--- src/rtl/pu_feeder_if.sv ---
// Bundled weight-load, input-vector, PU-side and result signals of pu_feeder.
// slave is the feeder's view; master is the surrounding producer/PU/consumer.
interface pu_feeder_if;
  logic         w_load;
  logic [127:0] w_in;
  logic         w_ready;
  logic         in_valid;
  logic [127:0] in_data;
  logic         in_ready;
  logic [31:0]  pu_x1, pu_x2, pu_x3, pu_x4;
  logic [31:0]  pu_w1, pu_w2, pu_w3, pu_w4;
  logic [31:0]  pu_out;
  logic         res_valid;
  logic [31:0]  res_data;
  logic         res_ready;

  modport slave (
    input  w_load, w_in, in_valid, in_data, pu_out, res_ready,
    output w_ready, in_ready, pu_x1, pu_x2, pu_x3, pu_x4,
           pu_w1, pu_w2, pu_w3, pu_w4, res_valid, res_data
  );

  modport master (
    output w_load, w_in, in_valid, in_data, pu_out, res_ready,
    input  w_ready, in_ready, pu_x1, pu_x2, pu_x3, pu_x4,
           pu_w1, pu_w2, pu_w3, pu_w4, res_valid, res_data
  );
endinterface

--- src/rtl/pu_feeder.sv ---
// Input-vector FIFO, weight holder, credit-based issue and result FIFO for the 4-input PU.
// Define PU_FEEDER_COUNT_EN to add the 16-bit res_count popped-result counter.
module pu_feeder #(
  parameter int DEPTH  = 4,
  parameter int PU_LAT = 1
) (
  input  logic        clk,
  input  logic        rst,
  pu_feeder_if.slave  bus
`ifdef PU_FEEDER_COUNT_EN
  ,
  output logic [15:0] res_count
`endif
);

  localparam int AW = $clog2(DEPTH);
  localparam int CW = AW + 1;
  localparam logic [AW:0]   PTR_ONE  = (AW+1)'(1);
  localparam logic [CW-1:0] CRD_ONE  = CW'(1);
  localparam logic [CW-1:0] CRD_FULL = CW'(DEPTH);

  localparam logic [0:0] ST_NOWGT = 1'b0;
  localparam logic [0:0] ST_RUN   = 1'b1;

  logic [0:0]    state_q, state_d;
  logic [127:0]  w_q, w_d;
  logic [127:0]  x_q, x_d;
  logic [CW-1:0] credit_q, credit_d;
  // Bit 0 marks the issue register; bits 1..PU_LAT track the PU pipeline.
  logic [PU_LAT:0] vpipe_q, vpipe_d;

  logic [127:0] in_mem_q [DEPTH];
  logic [31:0]  res_mem_q [DEPTH];
  logic [AW:0]  in_wr_q, in_rd_q, res_wr_q, res_rd_q;

  logic in_full, in_empty, res_full, res_empty;
  logic w_acc, issue, in_push, res_push, res_pop;

  assign in_empty  = (in_wr_q == in_rd_q);
  assign in_full   = (in_wr_q[AW] != in_rd_q[AW]) && (in_wr_q[AW-1:0] == in_rd_q[AW-1:0]);
  assign res_empty = (res_wr_q == res_rd_q);
  assign res_full  = (res_wr_q[AW] != res_rd_q[AW]) && (res_wr_q[AW-1:0] == res_rd_q[AW-1:0]);

  assign bus.w_ready   = (state_q == ST_NOWGT) || (vpipe_q == '0);
  assign bus.in_ready  = !in_full;
  assign bus.res_valid = !res_empty;
  assign bus.res_data  = res_empty ? 32'h0 : res_mem_q[res_rd_q[AW-1:0]];

  assign w_acc    = bus.w_load && bus.w_ready;
  assign issue    = (state_q == ST_RUN) && !in_empty && (credit_q != '0) && !w_acc;
  assign in_push  = bus.in_valid && !in_full;
  assign res_push = vpipe_q[PU_LAT] && !res_full;
  assign res_pop  = !res_empty && bus.res_ready;

  assign vpipe_d[0] = issue;
  for (genvar gi = 1; gi <= PU_LAT; gi++) begin : g_vpipe
    assign vpipe_d[gi] = vpipe_q[gi-1];
  end

  always_comb begin
    state_d  = state_q;
    w_d      = w_q;
    credit_d = credit_q;
    x_d      = issue ? in_mem_q[in_rd_q[AW-1:0]] : 128'h0;
    if (w_acc) begin
      state_d = ST_RUN;
      w_d     = bus.w_in;
    end
    if (issue && !res_pop) begin
      credit_d = credit_q - CRD_ONE;
    end else if (!issue && res_pop) begin
      credit_d = credit_q + CRD_ONE;
    end
  end

  always_ff @(posedge clk or negedge rst) begin
    if (!rst) begin
      state_q  <= ST_NOWGT;
      w_q      <= '0;
      x_q      <= '0;
      credit_q <= CRD_FULL;
      vpipe_q  <= '0;
      in_wr_q  <= '0;
      in_rd_q  <= '0;
      res_wr_q <= '0;
      res_rd_q <= '0;
    end else begin
      state_q  <= state_d;
      w_q      <= w_d;
      x_q      <= x_d;
      credit_q <= credit_d;
      vpipe_q  <= vpipe_d;
      if (in_push)  in_wr_q  <= in_wr_q + PTR_ONE;
      if (issue)    in_rd_q  <= in_rd_q + PTR_ONE;
      if (res_push) res_wr_q <= res_wr_q + PTR_ONE;
      if (res_pop)  res_rd_q <= res_rd_q + PTR_ONE;
    end
  end

  // Storage arrays need no reset: the pointers alone define what is valid.
  always_ff @(posedge clk) begin
    if (in_push)  in_mem_q[in_wr_q[AW-1:0]]   <= bus.in_data;
    if (res_push) res_mem_q[res_wr_q[AW-1:0]] <= bus.pu_out;
  end

  assign bus.pu_x1 = x_q[31:0];
  assign bus.pu_x2 = x_q[63:32];
  assign bus.pu_x3 = x_q[95:64];
  assign bus.pu_x4 = x_q[127:96];
  assign bus.pu_w1 = w_q[31:0];
  assign bus.pu_w2 = w_q[63:32];
  assign bus.pu_w3 = w_q[95:64];
  assign bus.pu_w4 = w_q[127:96];

`ifdef PU_FEEDER_COUNT_EN
  logic [15:0] count_q;
  always_ff @(posedge clk or negedge rst) begin
    if (!rst) begin
      count_q <= '0;
    end else if (res_pop) begin
      count_q <= count_q + 16'd1;
    end
  end
  assign res_count = count_q;
`endif

endmodule

--- src/flat_wrapper.sv ---
// flat-port wrapper written by rule: the top's interface ports become plain ports
module pu_feeder_flat 
#(
  parameter int DEPTH  = 4,
  parameter int PU_LAT = 1
)
  (clk, rst, bus_w_load, bus_w_in, bus_in_valid, bus_in_data, bus_pu_out, bus_res_ready, bus_w_ready, bus_in_ready, bus_pu_x1, bus_pu_x2, bus_pu_x3, bus_pu_x4, bus_pu_w1, bus_pu_w2, bus_pu_w3, bus_pu_w4, bus_res_valid, bus_res_data);
  pu_feeder_if bus_i ();
  input  logic clk;
  input  logic rst;
  input wire logic [$bits(bus_i.w_load)-1:0] bus_w_load;
  input wire logic [$bits(bus_i.w_in)-1:0] bus_w_in;
  input wire logic [$bits(bus_i.in_valid)-1:0] bus_in_valid;
  input wire logic [$bits(bus_i.in_data)-1:0] bus_in_data;
  input wire logic [$bits(bus_i.pu_out)-1:0] bus_pu_out;
  input wire logic [$bits(bus_i.res_ready)-1:0] bus_res_ready;
  output wire logic [$bits(bus_i.w_ready)-1:0] bus_w_ready;
  output wire logic [$bits(bus_i.in_ready)-1:0] bus_in_ready;
  output wire logic [$bits(bus_i.pu_x1)-1:0] bus_pu_x1;
  output wire logic [$bits(bus_i.pu_x2)-1:0] bus_pu_x2;
  output wire logic [$bits(bus_i.pu_x3)-1:0] bus_pu_x3;
  output wire logic [$bits(bus_i.pu_x4)-1:0] bus_pu_x4;
  output wire logic [$bits(bus_i.pu_w1)-1:0] bus_pu_w1;
  output wire logic [$bits(bus_i.pu_w2)-1:0] bus_pu_w2;
  output wire logic [$bits(bus_i.pu_w3)-1:0] bus_pu_w3;
  output wire logic [$bits(bus_i.pu_w4)-1:0] bus_pu_w4;
  output wire logic [$bits(bus_i.res_valid)-1:0] bus_res_valid;
  output wire logic [$bits(bus_i.res_data)-1:0] bus_res_data;
  assign bus_i.w_load = bus_w_load;
  assign bus_i.w_in = bus_w_in;
  assign bus_i.in_valid = bus_in_valid;
  assign bus_i.in_data = bus_in_data;
  assign bus_i.pu_out = bus_pu_out;
  assign bus_i.res_ready = bus_res_ready;
  assign bus_w_ready = bus_i.w_ready;
  assign bus_in_ready = bus_i.in_ready;
  assign bus_pu_x1 = bus_i.pu_x1;
  assign bus_pu_x2 = bus_i.pu_x2;
  assign bus_pu_x3 = bus_i.pu_x3;
  assign bus_pu_x4 = bus_i.pu_x4;
  assign bus_pu_w1 = bus_i.pu_w1;
  assign bus_pu_w2 = bus_i.pu_w2;
  assign bus_pu_w3 = bus_i.pu_w3;
  assign bus_pu_w4 = bus_i.pu_w4;
  assign bus_res_valid = bus_i.res_valid;
  assign bus_res_data = bus_i.res_data;
  pu_feeder #(.DEPTH(DEPTH), .PU_LAT(PU_LAT)) u_core (.clk(clk), .rst(rst), .bus(bus_i));
endmodule
--- config.mk ---
export PLATFORM = sky130hd
export DESIGN_NAME = pu_feeder_flat
export DESIGN_NICKNAME = d
export VERILOG_FILES = /design/src/rtl/pu_feeder_if.sv /design/src/rtl/pu_feeder.sv /design/src/flat_wrapper.sv
export SDC_FILE = /design/constraint.sdc
export NUM_CORES = 1
export LEC_CHECK = 0
export CAP_MARGIN = 20
export CORE_MARGIN = 2
export CORE_UTILIZATION = 40
export CTS_BUF_LIST = sky130_fd_sc_hd__clkbuf_8 sky130_fd_sc_hd__clkbuf_16
export CTS_CLUSTER_SIZE = 12
export DETAILED_ROUTE_END_ITERATION = 7
export GPL_ROUTABILITY_DRIVEN = 0
export MAX_ROUTING_LAYER = met4
export SLEW_MARGIN = 20
export SYNTH_ARGS = -nofsm -noshare
export SYNTH_HDL_FRONTEND = slang
export SYNTH_SLANG_ARGS = --single-unit
--- constraint.sdc ---
create_clock -name clk -period 12.1 [get_ports clk]
set_input_delay 2.42 -clock clk [delete_from_list [all_inputs] [get_ports clk]]
set_output_delay 2.42 -clock clk [all_outputs]
set_load 0.05 [all_outputs]
# Word-level counts from Yosys, hierarchy flattened
# Memories as Yosys holds them, arrays and structs flattened.
# Cells that the tools add are included.
[totals]
elab_cells = 54
ram_bits = 640
reg_bits = 274
mem_count = 2
[memory_table]
columns = ["name", "words", "width", "rd", "rd_ports_with_merged_regs", "write_ports", "line", "source"]
rows = [
  ["u_core.in_mem_q", 4, 128, 1, 0, 1, "pu_feeder.sv:32", "logic [127:0] in_mem_q [DEPTH];"],
  ["u_core.res_mem_q", 4, 32, 1, 0, 1, "pu_feeder.sv:33", "logic [31:0] res_mem_q [DEPTH];"],
]
[classes]
n_mux = 8
n_reduce_logical = 22
bitwise_logic = 1
eq_ne = 6
n_addsub = 6
[ops]
columns = ["cell", "count"]
rows = [
  ["128-bit two-way mux", 1],
  ["32-bit two-way mux", 1],
  ["3-bit by 1-bit adder with 3-bit output (second input constant)", 5],
  ["1-bit logical AND", 11],
  ["1-bit logical NOT", 7],
  ["3-bit equality test", 2],
  ["3-bit two-way mux", 2],
  ["2-bit equality test", 2],
  ["1-bit two-way mux", 4],
  ["3-bit nonzero test", 1],
  ["3-bit by 1-bit subtractor with 3-bit output (second input constant)", 1],
  ["2-bit logical NOT", 1],
  ["1-bit inequality test", 2],
  ["2-bit nonzero test", 1],
  ["1-bit logical OR", 1],
  ["1-bit NOT", 1],
]

# Logic depth before layout (Yosys ltp)
[logic_depth]
depth_word = 9
depth_mapped = 13

# Least setup slack after synthesis
# Ideal clock, no wire load.
[synth_path]
kind = "input port to flip-flop"
from = "input port bus_in_valid"
to = "memory u_core.in_mem_q[3][0] (enable)"
t_required_ns = 11.595
slack_ns = 6.149
arrival_time_ns = 5.446
path_stages = 1
path_buffers = 0
path_cell_list = "and3_1"
[synth_via]
elab_chain_cells = 3
[synth_rtl]
columns = ["element", "line", "source"]
rows = [
  ["from (decl)", "flat_wrapper.sv:13", "input wire logic [$bits(bus_i.in_valid)-1:0] bus_in_valid;"],
  ["1-bit logical AND", "pu_feeder.sv:51", "assign in_push = bus.in_valid && !in_full;"],
  ["1-bit two-way mux", "pu_feeder.sv:102", "if (in_push) in_mem_q[in_wr_q[AW-1:0]] <= bus.in_data;"],
  ["1-bit two-way mux (not written as such)", "pu_feeder.sv:102", ""],
  ["to (decl)", "pu_feeder.sv:32", ""],
]
# Every way passes these cells.

# Final worst setup path
[layout_path]
from = "register u_core.in_rd_q[0]"
to = "output port bus_in_ready"
[layout_via]
elab_chain_cells = 3
[layout_rtl]
columns = ["element", "line", "source"]
rows = [
  ["from (decl)", "pu_feeder.sv:34", "logic [AW:0] in_wr_q, in_rd_q, res_wr_q, res_rd_q;"],
  ["from (signal assigned)", "pu_feeder.sv:94", "if (issue) in_rd_q <= in_rd_q + PTR_ONE;"],
  ["2-bit equality test", "pu_feeder.sv:40", "assign in_full = (in_wr_q[AW] != in_rd_q[AW]) && (in_wr_q[AW-1:0] == in_rd_q[AW-1:0]);"],
  ["1-bit logical AND", "pu_feeder.sv:40", ""],
  ["1-bit logical NOT", "pu_feeder.sv:45", "assign bus.in_ready = !in_full;"],
  ["to (decl)", "flat_wrapper.sv:18", "output wire logic [$bits(bus_i.in_ready)-1:0] bus_in_ready;"],
]
# Every way passes these cells.

==> results.md <==
- Max-cap violations: 0
- Top Ports: 584
- Crit Path Max Fanout: 42
- Lkg Pwr: 0.0155 uW
- CTS tree: built
- Tot GR Track Use: 19.0%
- Synth cell types: 30
- Syn avg cell area: 22.0 sq um
- CTS root buf: clkbuf_16
- Global-route wire length before repair: 115000 um
- Final period demand of the worst path: 5.66 ns
- VDD IR-drop max: 0.179 mV
- CTS Buf Count: 97
- Comb pwr share: 42.6%
- Clock tree buffer depth: 3
- F_max: 177 MHz
- Sequential area share after synthesis: 79.1%
- Pre-Repair DR Iteration Count: 5
- Cell area after synthesis: 33000 sq um
- Least-Margin Pin Slew: 1.05 ns
- Worst Path Required: 9.68 ns
- Seq pwr share: 36.4%
- Fillers: 6517
- Switching Fraction: 38.6%
- Final instance area: 43200 sq um
- Met2 usage: 30.6%
- Max-slew violations: 0
- Post-CTS setup buffers: 0
- H-tree depth: 3
- Final hold viol count: 0
- Total number of clock tree sinks: 914
- Routing usage on met3: 7.81%
- Routed Antenna Nets: 0
- P_int: 8220 uW
- CP Launch Type: flop
- GRT Residual Overflow: 0
- Final #Nets: 2441
- Fin Hold WS: 0.462 ns
- Area grow syn2layout: 31.2%
- Total power: 13400 uW
- Vias in the first global route: 17500
- Multi-input gate area: 6570 sq um
- Drt total wl: 78300 um
- Gr busiest metal: met2
- Period Utilization, post-route: 46.8%
- Port bufs: 583
- CP Class: flop to output pin
- Rows: 105
- Clk Latency, worst-skew pair: 0.64 ns
- Hpwl dp: 49100 um
- Initial antenna violation count: 30
- Die area: 84700 sq um
- Largest net degree at the start of global routing: 92
- Routed vias: 16200
- RSZ-0062 raised after global routing: false
- Initial core utilization: 40.3%
- Switching power total: 5170 uW
- Crit. End Element: output pin
- Hold_buf cts: 0
- # setup viols final: 0
- Mapped Nets: 1804
- Run status: complete, no violations
- Met1 usage: 21.7%
- Core Region: 81800 sq um
- Synth warn: 0
- Clk_skew: 0.0256 ns
- Per-cell routed wire length: 23.6 um
- Post-Route Setup TNS: 0 ns
- Share of cells above drive strength 1: 20.8%
- Sequential Area: 26100 sq um
- Starting DRT DRC Count: 761
- Die X: 291 um
- Worst min path class: flop to flop
- Cell count after synthesis: 1499
- Dpl cell area: 40100 sq um
- Via/cell ratio: 4.89
- Rel. slew slack: 30.3%
- Synthesis-stage register bit count: 914
- Clock Power Share: 21.0%
- Arrival time worst endpoint: 3.24 ns
- Post-cts sizing count: 0
- DRC: 0
- Overall die height: 291 um
- Clock Pin Slew Worst Setup and Hold Paths: 0.06 ns
- Cell Pwr Density: 310 nW/um^2
==> layout make-up <==
cell class | count | share of cell area [%]
flip-flops and latches | 914 | 60.3
inverters | 10 | 0.0868
well taps | 1070 | 3.10
diodes | 28 | 0.162
multi-input cells | 506 | 15.2
clock inverters | 70 | 1.04
clock buffers | 110 | 6.05
repair buffers | 607 | 14.0
==> final timing paths <==
check	start	to	slack [ns]	cells past startpoint
min in group asynchronous	rst	u_core.x_q[71]	1.82	1
max	u_core.in_rd_q[0]	bus_in_ready	6.44	3
max reg2reg	u_core.in_rd_q[0]	u_core.in_rd_q[1]	8.15	5
max in group asynchronous	rst	u_core.w_q[12]	8.06	3
min reg2reg	u_core.vpipe_q[0]	u_core.vpipe_q[1]	0.46	0
min	u_core.vpipe_q[0]	u_core.vpipe_q[1]	0.46	0
==> registers in the layout (all words and copies together), names as in the netlist, 3 cells and up <==
register and flops:
u_core.res_wr_q 3, u_core.in_mem_q 512, u_core.res_mem_q 128, u_core.x_q 128, u_core.w_q 128, u_core.credit_q 3, u_core.in_rd_q 3, u_core.res_rd_q 3
u_core.in_wr_q 3
==> power by group through the flow <==
stage / combinational, uW / clock, uW / sequential [uW]
floorplan: 2360 / 0 / 6330
global placement: 5760 / 0 / 4900
detailed placement: 5810 / 0 / 4940
CTS: 5820 / 2890 / 4890
global route: 6010 / 3020 / 4970
finish: 5700 / 2810 / 4870
==> synth_stat cells <==
| master | n | area, sq um |
|---|---|---|
| buf_2 | 43 | 215 |
| buf_1 | 1 | 3.75 |
| mux4_2 | 160 | 3600 |
| o31ai_1 | 1 | 7.51 |
| a31oi_1 | 1 | 6.26 |
| xor2_1 | 8 | 70.1 |
| or3_1 | 2 | 12.5 |
| nand3b_1 | 1 | 7.51 |
| fa_1 | 1 | 20.0 |
| buf_4 | 1 | 7.51 |
| mux2_2 | 131 | 1480 |
| o21ai_0 | 2 | 10.0 |
| and3_1 | 4 | 25.0 |
| xnor2_1 | 9 | 78.8 |
| nor3b_1 | 1 | 7.51 |
| nor3_1 | 1 | 5.00 |
| inv_1 | 10 | 37.5 |
| dfrtp_1 | 273 | 6830 |
| nor2b_1 | 128 | 801 |
| nand2_1 | 4 | 15.0 |
| or2_2 | 1 | 6.26 |
| edfxtp_1 | 640 | 19200 |
| and2_1 | 36 | 225 |
| ha_1 | 11 | 138 |
| nor4b_1 | 1 | 8.76 |
| nand3_1 | 1 | 5.00 |
| dfstp_2 | 1 | 26.3 |
| mux2i_1 | 1 | 10.0 |
| clkbuf_1 | 24 | 90.1 |
| nor2_1 | 1 | 3.75 |
==> worst max-delay path, stage by stage (launching register included) <==
cell             delay (ns)
dfrtp_4                1.01
xor2_1                 0.18
or3_1                  0.46
clkdlybuf4s50_1        0.87
==> placed cells by master (no fill, tap or decap), types with 8 or more instances in the layout <==
cell / n
edfxtp_1: 640
clkdlybuf4s50_1: 582
dfrtp_1: 270
mux4_2: 160
mux2_2: 131
nor2b_1: 128
clkbuf_16: 98
inv_1: 49
and2_1: 36
diode_2: 28
buf_4: 21
clkinv_2: 13
clkbuf_8: 12
ha_1: 11
xnor2_1: 9
xor2_1: 8
==> cells by family after synthesis <==
group / count (synthesis) / share of synthesized area (%)
flops: 914 / 79.1
xor+xnor: 17 / 0.452
buf+inv: 79 / 1.07
simple gates: 181 / 3.40
fa+ha+maj: 12 / 0.478
compound gates: 4 / 0.0721
mux: 292 / 15.4
==> through the flow <==
stage | util (%) | setup slack (ns) | instances
after detailed placement | 49.0 | 6.28 | 3106
after floorplan | - | 6.15 | 1499
after global routing | 52.8 | 6.19 | 3315
after CTS | 52.7 | 6.33 | 3286
after global placement | 48.9 | 6.33 | 3105
final | 52.8 | 6.44 | 3315
==> layer usage <==
metal | up-vias | wire [um]
met5 | - | 0
met2 | 547 | 38900
met1 | 8398 | 29700
met4 | 0 | 1740
met3 | 106 | 7940
li1 | 7156 | -
Note: power is estimated with default switching activity, not from simulation.
==> patch, RTL diff (config.mk and constraints unchanged) <==
Take the reset off `w_q` and `x_q` and load them in a clocked block of their own.
--- a/src/rtl/pu_feeder.sv
+++ b/src/rtl/pu_feeder.sv
@@ -76,8 +76,6 @@
   always_ff @(posedge clk or negedge rst) begin
     if (!rst) begin
       state_q  <= ST_NOWGT;
-      w_q      <= '0;
-      x_q      <= '0;
       credit_q <= CRD_FULL;
       vpipe_q  <= '0;
       in_wr_q  <= '0;
@@ -86,8 +84,6 @@
       res_rd_q <= '0;
     end else begin
       state_q  <= state_d;
-      w_q      <= w_d;
-      x_q      <= x_d;
       credit_q <= credit_d;
       vpipe_q  <= vpipe_d;
       if (in_push)  in_wr_q  <= in_wr_q + PTR_ONE;
@@ -95,6 +91,11 @@
       if (res_push) res_wr_q <= res_wr_q + PTR_ONE;
       if (res_pop)  res_rd_q <= res_rd_q + PTR_ONE;
     end
+  end
+
+  always_ff @(posedge clk) begin
+    w_q <= w_d;
+    x_q <= x_d;
   end
 
   // Storage arrays need no reset: the pointers alone define what is valid.
Formal check against the unedited RTL: not equivalent (Yosys sat finds a counterexample within 4 cycles, from zero or initial values and one cycle with rst low).
==> patch against the unedited design <==
  * Count of clock-buffer cells in the layout rose by 14
  * Cell count is 4.6% lower
  * Cell area fell by 3.2%
  * Routed wire length is 2.4% lower
  * Power shrank 12%
  * First-iteration DRC count increased by 31%
  * Synthesized area decreased by 4.6%
  * Sequential cell count unchanged
  * Via count fell by 6.2%
  * Worst setup slack better by 140 ps
==> patch: results (changes against the unedited design) <==
.. list-table::
   :header-rows: 1

   * - Metric
     - Value
   * - Outcome
     - finished, final reports clean
   * - Leak
     - 14.1 nW (-9.0%)
   * - Parity-gate share of the synthesized area counting xor and xnor cells
     - 0.00473 (+0.000216)
   * - Net switching share of the total power
     - 0.352 (-0.0341)
   * - Start point of the critical path
     - u_core.res_rd_q[0]
   * - Number of global-route vias before repair
     - 16,053 (-8.4%)
   * - Wire length of the first global-routing pass
     - 110 mm (-4.9%)
   * - Number of inserted filler cells in the final layout
     - 6,063 (-7.0%)
   * - Initial detailed-routing violation count
     - 995 (+31%)
   * - Slowest cell on crit path
     - clkdlybuf4s50_1
   * - Place WS
     - 6500 ps (+218 ps)
   * - Sequential area share after synthesis
     - 0.829 (+0.0379)
   * - Distinct cell type count of the synthesized netlist
     - 31 (+3.3%)
   * - Mean routed wirelength per cell
     - 24.2 um (+2.4%)
   * - HPWL after DPL
     - 50.2 mm (+2.2%)
   * - Post-Route Skew
     - 22.4 ps (-3.21 ps)
   * - Largest cells by area after synthesis
     - edfxtp_1 (73%), mux4_2 (11%), dfxtp_1 (8.1%)
   * - EDFF count, synth
     - 768 (+20%)
   * - Flop pwr share
     - 0.390 (+0.026)
   * - Portion of netlist area occupied by mux cells
     - 0.116 (-0.0384)
   * - Total global routing track utilization
     - 0.193 (+0.00277)
   * - Largest delay contributor family on the critical path
     - buffers and inverters
   * - Initial antenna violation count
     - 40 (+33%)
   * - Fraction of registers with async set or reset after synthesis
     - 0.0197 (-0.280)
   * - Number of nets produced by synthesis
     - 1,662 (-7.9%)
   * - Highest ir drop seen on vdd
     - 0.216 mV (+21%)
   * - Delay contributed by the slowest stage of the critical path
     - 700 ps (-310 ps)
   * - Synth Area in Compound Gates
     - 0.000756 (+0.0000345)
   * - Layout net count
     - 2,311 (-5.3%)
   * - Dpl cell area
     - 38,600 um^2 (-3.8%)
   * - Overall via count from detail_route
     - 15,207 (-6.2%)
   * - Critical-path maximum fanout
     - 34 (-19%)
   * - Commonest cells in the synthesized netlist
     - edfxtp_1 (768), mux4_2 (160), dfxtp_1 (128), nor2b_1 (128), and2_1 (37)
   * - Post-synthesis adder-cell area fraction
     - 0.00501 (+0.000229)
   * - Pin count of the biggest net entering global routing
     - 70 (-24%)
   * - Number of levels the H-tree was split into
     - 3 (unchanged)
   * - Worst Tran Pin Value
     - 976 ps (-69.7 ps)
==> patch: cell count changes in the layout (fill, tap and decap cells not counted), sizes merged, moves of 2 or more <==
cell,before,now
inv,54,50
edfxtp,640,768
dfxtp,0,128
diode,28,30
clkinv,21,17
mux2,131,3
buf,25,22
clkbuf,110,124
dfrtp,273,17
==> patch: stage by stage <==
step           cells  utilization
6_report        3161        0.538
3_3_place_gp    2945        0.496
4_1_cts         3130        0.537
3_5_place_dp    2946        0.496
5_1_grt         3161        0.538
2_1_floorplan   1357            -
==> patch: per-layer routing <==
metal | part of all wire | GRT usage | up-vias
li1 | - | - | 6789
met1 | 0.35 | 0.204 | 7743
met2 | 0.51 | 0.320 | 543
met3 | 0.10 | 0.0807 | 132
met4 | 0.035 | 0.0768 | 0
met5 | 0 | - | -
==> patch: area by class of cell <==
class | instances | area (um^2) | area share
Sequential cell | 914 | 26100 | 0.623
Timing Repair Buffer | 605 | 6020 | 0.144
Multi-Input combinational cell | 378 | 5130 | 0.123
Clock buffer | 124 | 2820 | 0.0674
Tap cell | 1040 | 1300 | 0.0311
Clock inverter | 60 | 370 | 0.00885
Antenna cell | 30 | 75.1 | 0.00179
Inverter | 10 | 37.5 | 0.000897
==> patch: path summary, 6_finish.rpt <==
check	to	slack (ps)	cells after the start
worst max-delay path	bus_res_data[1]	6580	4
worst min-delay path	u_core.vpipe_q[1]	450	0
worst max register to register	u_core.in_rd_q[1]	8620	5
worst min register to register	u_core.vpipe_q[1]	450	0
max in group asynchronous	u_core.in_rd_q[0]	9100	1
min in group asynchronous	u_core.state_q	2310	1
